**src/rtl/unified_mem_arbiter.sv**
```systemverilog
// Arbiter sharing one single-port memory between instruction fetch and MEM-stage data access.
// Data accesses win by default; a saturating run counter forces a fetch grant so fetch is never starved.
module unified_mem_arbiter #(
    parameter int AW        = 32,
    parameter int DW        = 32,
    parameter int MAX_D_RUN = 4
) (
    input  logic          CLK,
    input  logic          RST,
    input  logic          if_req,
    input  logic [AW-1:0] if_addr,
    output logic [DW-1:0] if_rdata,
    output logic          if_ready,
    output logic          if_stall,
    input  logic          d_read,
    input  logic          d_write,
    input  logic [AW-1:0] d_addr,
    input  logic [DW-1:0] d_wdata,
    output logic [DW-1:0] d_rdata,
    output logic          d_ready,
    output logic          d_stall,
    output logic          mem_req,
    output logic          mem_we,
    output logic [AW-1:0] mem_addr,
    output logic [DW-1:0] mem_wdata,
    input  logic [DW-1:0] mem_rdata,
    input  logic          mem_ack
);

    localparam int RW = (MAX_D_RUN < 1) ? 1 : $clog2(MAX_D_RUN + 1);
    localparam logic [RW-1:0] RUN_MAX = RW'(MAX_D_RUN);

    typedef enum logic [1:0] {
        S_IDLE    = 2'd0,
        S_IF_BUSY = 2'd1,
        S_D_BUSY  = 2'd2
    } state_t;

    state_t          r_state;
    logic [RW-1:0]   r_run;
    logic            r_mem_req;
    logic            r_mem_we;
    logic [AW-1:0]   r_mem_addr;
    logic [DW-1:0]   r_mem_wdata;
    logic [DW-1:0]   r_if_rdata;
    logic [DW-1:0]   r_d_rdata;
    logic            r_if_ready;
    logic            r_d_ready;

    logic            w_d_req;
    logic            w_d_win;
    logic [RW-1:0]   w_run_inc;

    assign w_d_req   = d_read | d_write;
    // Data keeps priority until it has won MAX_D_RUN grants in a row over a waiting fetch.
    assign w_d_win   = w_d_req & ((r_run < RUN_MAX) | ~if_req);
    assign w_run_inc = (r_run == RUN_MAX) ? r_run : r_run + RW'(1);

    assign mem_req   = r_mem_req;
    assign mem_we    = r_mem_we;
    assign mem_addr  = r_mem_addr;
    assign mem_wdata = r_mem_wdata;
    assign if_rdata  = r_if_rdata;
    assign d_rdata   = r_d_rdata;
    assign if_ready  = r_if_ready;
    assign d_ready   = r_d_ready;
    assign if_stall  = if_req & ~r_if_ready;
    assign d_stall   = w_d_req & ~r_d_ready;

    always_ff @(posedge CLK or negedge RST) begin
        if (!RST) begin
            r_state     <= S_IDLE;
            r_run       <= '0;
            r_mem_req   <= 1'b0;
            r_mem_we    <= 1'b0;
            r_mem_addr  <= '0;
            r_mem_wdata <= '0;
            r_if_rdata  <= '0;
            r_d_rdata   <= '0;
            r_if_ready  <= 1'b0;
            r_d_ready   <= 1'b0;
        end else begin
            r_if_ready <= 1'b0;
            r_d_ready  <= 1'b0;
            case (r_state)
                S_IDLE: begin
                    if (w_d_win) begin
                        r_mem_req   <= 1'b1;
                        r_mem_we    <= d_write;
                        r_mem_addr  <= d_addr;
                        r_mem_wdata <= d_wdata;
                        r_run       <= if_req ? w_run_inc : '0;
                        r_state     <= S_D_BUSY;
                    end else if (if_req) begin
                        r_mem_req   <= 1'b1;
                        r_mem_we    <= 1'b0;
                        r_mem_addr  <= if_addr;
                        r_run       <= '0;
                        r_state     <= S_IF_BUSY;
                    end
                end
                S_IF_BUSY: begin
                    if (mem_ack) begin
                        r_if_rdata <= mem_rdata;
                        r_if_ready <= 1'b1;
                        r_mem_req  <= 1'b0;
                        r_state    <= S_IDLE;
                    end
                end
                S_D_BUSY: begin
                    // Stores complete without touching the last load value.
                    if (mem_ack) begin
                        if (!r_mem_we) begin
                            r_d_rdata <= mem_rdata;
                        end
                        r_d_ready <= 1'b1;
                        r_mem_req <= 1'b0;
                        r_state   <= S_IDLE;
                    end
                end
                default: r_state <= S_IDLE;
            endcase
        end
    end

endmodule

```
**config.mk**
```make
export PLATFORM = sky130hd
export DESIGN_NAME = unified_mem_arbiter
export DESIGN_NICKNAME = d
export VERILOG_FILES = /design/src/rtl/unified_mem_arbiter.sv
export SDC_FILE = /design/constraint.sdc
export NUM_CORES = 1
export LEC_CHECK = 0
export CAP_MARGIN = 20
export CORE_UTILIZATION = 40
export CTS_CLUSTER_DIAMETER = 150
export DETAILED_ROUTE_END_ITERATION = 8
export PLACE_DENSITY = 0.78
export SLEW_MARGIN = 20
export SYNTH_ARGS = -nofsm -noshare
export SYNTH_HDL_FRONTEND = slang
export SYNTH_SLANG_ARGS = --single-unit
```
**constraint.sdc**
```tcl
create_clock -name CLK -period 1.8 [get_ports CLK]
set_input_delay 0.27 -clock CLK [delete_from_list [all_inputs] [get_ports CLK]]
set_output_delay 0.27 -clock CLK [all_outputs]
set_load 0.005 [all_outputs]
```
# Yosys cells after proc, flatten, opt, wreduce, memory -nomap -nowiden
# Index checks and enable logic that the tools add are counted.
[word_totals]
inputBits = 134
word_cells = 57
register_bits = 137
[classes]
add_sub_neg = 1
n_reduce_logical = 11
n_eq_ne = 6
magnitude_cmp = 1
bitwise = 9
n_mux = 19
[op_table]
columns = ["cell", "n"]
rows = [
  ["$mux W32", 2],
  ["$mux W3", 4],
  ["$reduce_and A3 Y1", 3],
  ["$mux W1", 8],
  ["$reduce_and A2 Y1", 4],
  ["$mux W2", 3],
  ["$ne A3 B3 Y1 const B", 2],
  ["$not A1 Y1", 4],
  ["$pmux W2 S2", 1],
  ["$reduce_bool A2 Y1", 2],
  ["$add A3 B1 Y3 const B", 1],
  ["$and A1 B1 Y1", 3],
  ["$eq A3 B3 Y1 const B", 1],
  ["$lt A3 B3 Y1 const B", 1],
  ["$eq A2 B1 Y1 const B", 1],
  ["$eq A2 B2 Y1 const B", 1],
  ["$logic_not A2 Y1", 1],
  ["$ne A2 B1 Y1 const B", 1],
  ["$or A1 B1 Y1", 2],
  ["$pmux W1 S2", 1],
  ["$reduce_or A2 Y1", 1],
]

# Logic depth before layout (Yosys ltp)
[depth]
depth_word = 5
ltp_mapped = 7
mapped_depth_nobuf = 5

# Worst setup path after synthesis
# OpenSTA, ideal clock, no wires.
[synth_timing]
kind = "register to register"
startpoint = "register r_state[0]"
endpoint = "register r_mem_wdata[0], in the netlist mem_wdata[0]"
n_path_buf = 1
stages_incl_launch_ff = 7
setup_time_ns = 0.125
required_ns = 1.675
arrival_ns = 1.528
setup_slack_ns = 0.147
cell_sequence = "dfrtp_1 inv_1 ha_1 inv_1 nor2_8 buf_6 mux2_4"
[synth_via]
elab_chain_len = 2
[synth_rtl]
columns = ["item", "line", "text"]
rows = [
  ["start: declaration", "39", "state_t r_state;"],
  ["start signal: assignment", "72", "r_state <= S_IDLE;"],
  ["start signal: assignment", "93", "r_state <= S_D_BUSY;"],
  ["start signal: assignment", "99", "r_state <= S_IF_BUSY;"],
  ["$logic_not A2 Y1", "85", "case (r_state)"],
  ["$reduce_and A2 Y1 (no source line)", "-", ""],
  ["end signal: assignment", "91", "r_mem_wdata <= d_wdata;"],
  ["end: declaration", "44", "logic [DW-1:0] r_mem_wdata;"],
]
# Every way passes these cells.
# A chain may end at the register's enable or synchronous reset.

# Worst setup path after layout
[layout_timing]
startpoint = "register r_state[0]"
endpoint = "register r_d_rdata[7], in the netlist d_rdata[7]"
[layout_via]
elab_chain_len = 2
[layout_rtl]
columns = ["item", "line", "text"]
rows = [
  ["$eq A2 B2 Y1", "85", ""],
  ["$reduce_and A3 Y1 (no source line)", "-", ""],
  ["end signal: assignment", "114", "r_d_rdata <= mem_rdata;"],
  ["end: declaration", "46", "logic [DW-1:0] r_d_rdata;"],
]
# Every way passes these cells.

==> summary.txt <==
Timing
  • Maximum clock frequency: just under 600 MHz
  • Worst-Margin Slew: roughly 0.41 ns
  • Period minus WS final: around 1.7 ns
  • Fin Clk Skew: approximately 0.0044 ns
  • Final period utilization: 94.2%
  • Fin. Hold Viols: 0
  • Slew Viols, Final: 0
  • Worst relative slew slack: 72.4%
  • Final hold slack: around 0.33 ns
  • Setup-failing EPs final: 0
  • Final setup TNS: 0 ns
  • Unrepaired setup endpoints after global routing: no
  • Setup ws final: between 0.1 and 0.15 ns

Setup path
  • Crit. End Element: flip-flop
  • Critical path cell sequence: inv_1, ha_1, and2_1, nand2b_1, buf_12, mux2_2
  • Crit path to: d_rdata[7]
  • WS Path Type: reg2reg
  • Critical path peak fanout: 32
  • Largest delay share family, worst path: flip-flops
  • Critical Path Source: r_state[0]
  • R2r setup slk: approximately 0.10 ns
  • FF-to-FF End: d_rdata[7]
  • Levels on crit path: 6
  • Startpoint Class: flip-flop
  • R2R cell count: 6
  • CP Data Arrival Time: around 2.0 ns
  • Slowest cell delay on critical path: approximately 0.38 ns
  • Crit-path slowest cell: dfrtp_1
  • Worst path bufs/invs: 2
  • Worst Path Required: around 2.1 ns
  • RR Startpoint: r_state[0]

Floorplanning
  • Num rows: between 40 and 50
  • Starting density of the core: 41.0%
  • Core Footprint: around 14000 um^2
  • Die Ht: roughly 120 um
  • Die Area: between 10000 and 15000 um^2
  • I/O pin count: between 200 and 300
  • Die X: between 100 and 150 um

Logic synthesis
  • Synth Area in Adders: 1.10%
  • Synth warn: 0
  • Post-synthesis cell type count: 32
  • Synth Area in XOR/XNOR: 0%
  • Synth Area in Compound Gates: under 10%
  • Flops & latches, synth: 137
  • Mean Syn Cell Area: roughly 14 um^2
  • Post-synthesis sequential area ratio: ~60%
  • Largest family of logic cells by synthesized area: multiplexers
  • Post-synthesis mux area share: 26.6%
  • Cell area after synthesis: between 5000 and 6000 um^2
  • Syn Inst Count: around 390
  • Post-Synth Simple-Gate Area: between 3 and 4%
  • Syn Nets: 532

Detailed routing
  • Number of DRC markers in iteration 0: between 150 and 200
  • Routed wire per std cell: 17.2 um
  • Final wirelength: 15000 um
  • Antenna-violating nets left: 0
  • Routed vias/inst: just under 5
  • DRC: 0
  • Number of iterations in the first detailed-routing pass: 4
  • Vias: 4213

Global routing
  • GRT Overall Usage: 20.9%
  • Vias in the first global route: roughly 4500
  • Largest net degree at the start of global routing: 65
  • Grt ovf: 0
  • Initial antenna violation count: 0
  • First-pass GRT wire length: between 20000 and 25000 um

Cells and area
  • Nets: between 800 and 900
  • Fillers: slightly below 1000
  • Sequential cell area: 3430 um^2
  • Design area: 9370 um^2
  • Share of layout cells above drive strength 1: 21.8%
  • # diodes: 0
  • Footprint of the multi-input gates: approximately 2100 um^2
  • Layout Area Growth over Synthesis: 64.5%

Placed design
  • Setup WS pre-CTS: -0.0948 ns
  • Hpwl dp: 10900 um
  • GP Congestion: 0.719
  • Port Buf Inserts: ~270
  • Area post-placement: 8700 um^2

Clock tree
  • Sink Count: around 140
  • CTS tree: yes
  • Root Driver: clkbuf_16
  • Skew-Pair Late Insertion Delay: slightly above 0.4 ns
  • CTS max path bufs: 2
  • H-tree Lvls: 4
  • Post-CTS Setup Inserts: 0
  • Clock buffer count from CTS: 17
  • Clock transition at path regs: 0.06 ns

Power and ir drop
  • Final Power: 15.9 mW
  • Pleak: a little over 4 nW
  • Pwr dens: between 1500 and 2000 nW/um^2
  • VDD IR max: between 0.001 and 0.0015 V

Flow run
  • Max Cap Viol: 0

Worst hold path
  • Worst min path class: in2async

Run status
  • Status: completed
[cell families (layout without fill, tap and decap cells)]
family	Yosys count	count (layout)
simple gates	48	48
compound gates	45	45
flops	137	137
fa+ha+maj	5	5
mux	129	129
buf+inv	29	325
[final cells by class]
type	count	area share, %
repair buffers	287	31.4
inverters	6	0.240
clock inverters	14	2.36
multi-input cells	227	22.3
clock buffers	18	4.69
flip-flops and latches	137	36.6
well taps	180	2.40
[what timing repair did]
action | 4_1_cts | 5_1_grt
resized for setup | 1 | 1
setup endpoints to repair | 1 | 1
hold endpoints to repair | 39 | 0
hold buffers | 1 | 0
pin swaps | 0 | 0
[flip-flops by register name, summed over array words and instances, names as in the netlist, 2 cells and up]
| signal | flops |
|---|---|
| if_rdata | 32 |
| mem_wdata | 32 |
| r_state | 2 |
| mem_addr | 32 |
| d_rdata | 32 |
| r_run | 3 |
[per-stage QoR]
stage	util, %	cells
final	67.5	869
after global routing	67.5	869
after CTS	67.5	869
after detailed placement	62.6	836
after global placement	62.6	836
after floorplan	-	393
[synthesized netlist by cell type]
cell type / instances / share of area (%)
a32o_1: 2 / 0.35
nor2b_1: 2 / 0.22
o21bai_1: 1 / 0.13
nand2_1: 36 / 2.4
clkbuf_1: 5 / 0.33
o31ai_4: 1 / 0.37
buf_4: 3 / 0.40
a22o_1: 1 / 0.15
or4_1: 1 / 0.13
inv_1: 6 / 0.40
o22ai_1: 1 / 0.11
nand3_1: 2 / 0.18
mux2_1: 1 / 0.20
nor2_1: 2 / 0.13
and3_1: 1 / 0.11
o2bb2ai_4: 1 / 0.48
buf_6: 6 / 1.2
o21ai_1: 2 / 0.18
a32oi_1: 1 / 0.15
mux2_4: 28 / 7.4
mux2_2: 67 / 13
o31ai_1: 1 / 0.13
nor2_8: 1 / 0.35
dfrtp_1: 137 / 60
o21ai_0: 32 / 2.8
a211oi_1: 1 / 0.13
buf_2: 9 / 0.79
ha_1: 5 / 1.1
mux2i_1: 33 / 5.8
and2_1: 1 / 0.11
a2bb2oi_1: 1 / 0.15
nand2b_1: 2 / 0.22
[worst min path at each step]
| stage | from | end | slack, ns | depth (start not counted) |
|---|---|---|---|---|
| final | RST | mem_wdata[20] | 0.33 | 2 |
| after global routing | RST | mem_wdata[19] | 0.36 | 2 |
| after CTS | RST | mem_wdata[20] | 0.34 | 2 |
| after detailed placement | RST | mem_wdata[20] | 0.21 | 1 |
| after global placement | RST | mem_wdata[19] | 0.20 | 1 |
| after floorplan | RST | d_rdata[0] | -0.03 | 0 |
[layout by cell type (no fill, tap or decap), types with 2 or more instances in the layout]
master and instances:
mux2i_1 33, nand2b_1 2, buf_12 9, bufinv_16 5, mux2_4 28, nand3_1 2
o21ai_1 2, nor2b_1 2, clkdlybuf4s50_1 264, buf_4 10, nand2_1 36, o21ai_0 32
dfrtp_1 137, nor2_1 2, mux2_2 67, a32o_1 2, ha_1 5, inv_1 6
clkinv_4 4, clkinvlp_4 3, clkbuf_16 17
[routing by layer]
metal	GRT usage (%)	share of wire (%)
met1	22.5	38
met5	0	0
met2	36.3	51
met3	7.47	8.1
met4	9.72	2.8
[where the power goes]
group | switching, mW | internal [mW]
Sequential | 0.815 | 4.60
Clock | 1.33 | 2.50
Combinational | 2.18 | 4.45
Note: power is estimated with default switching activity, not from simulation.
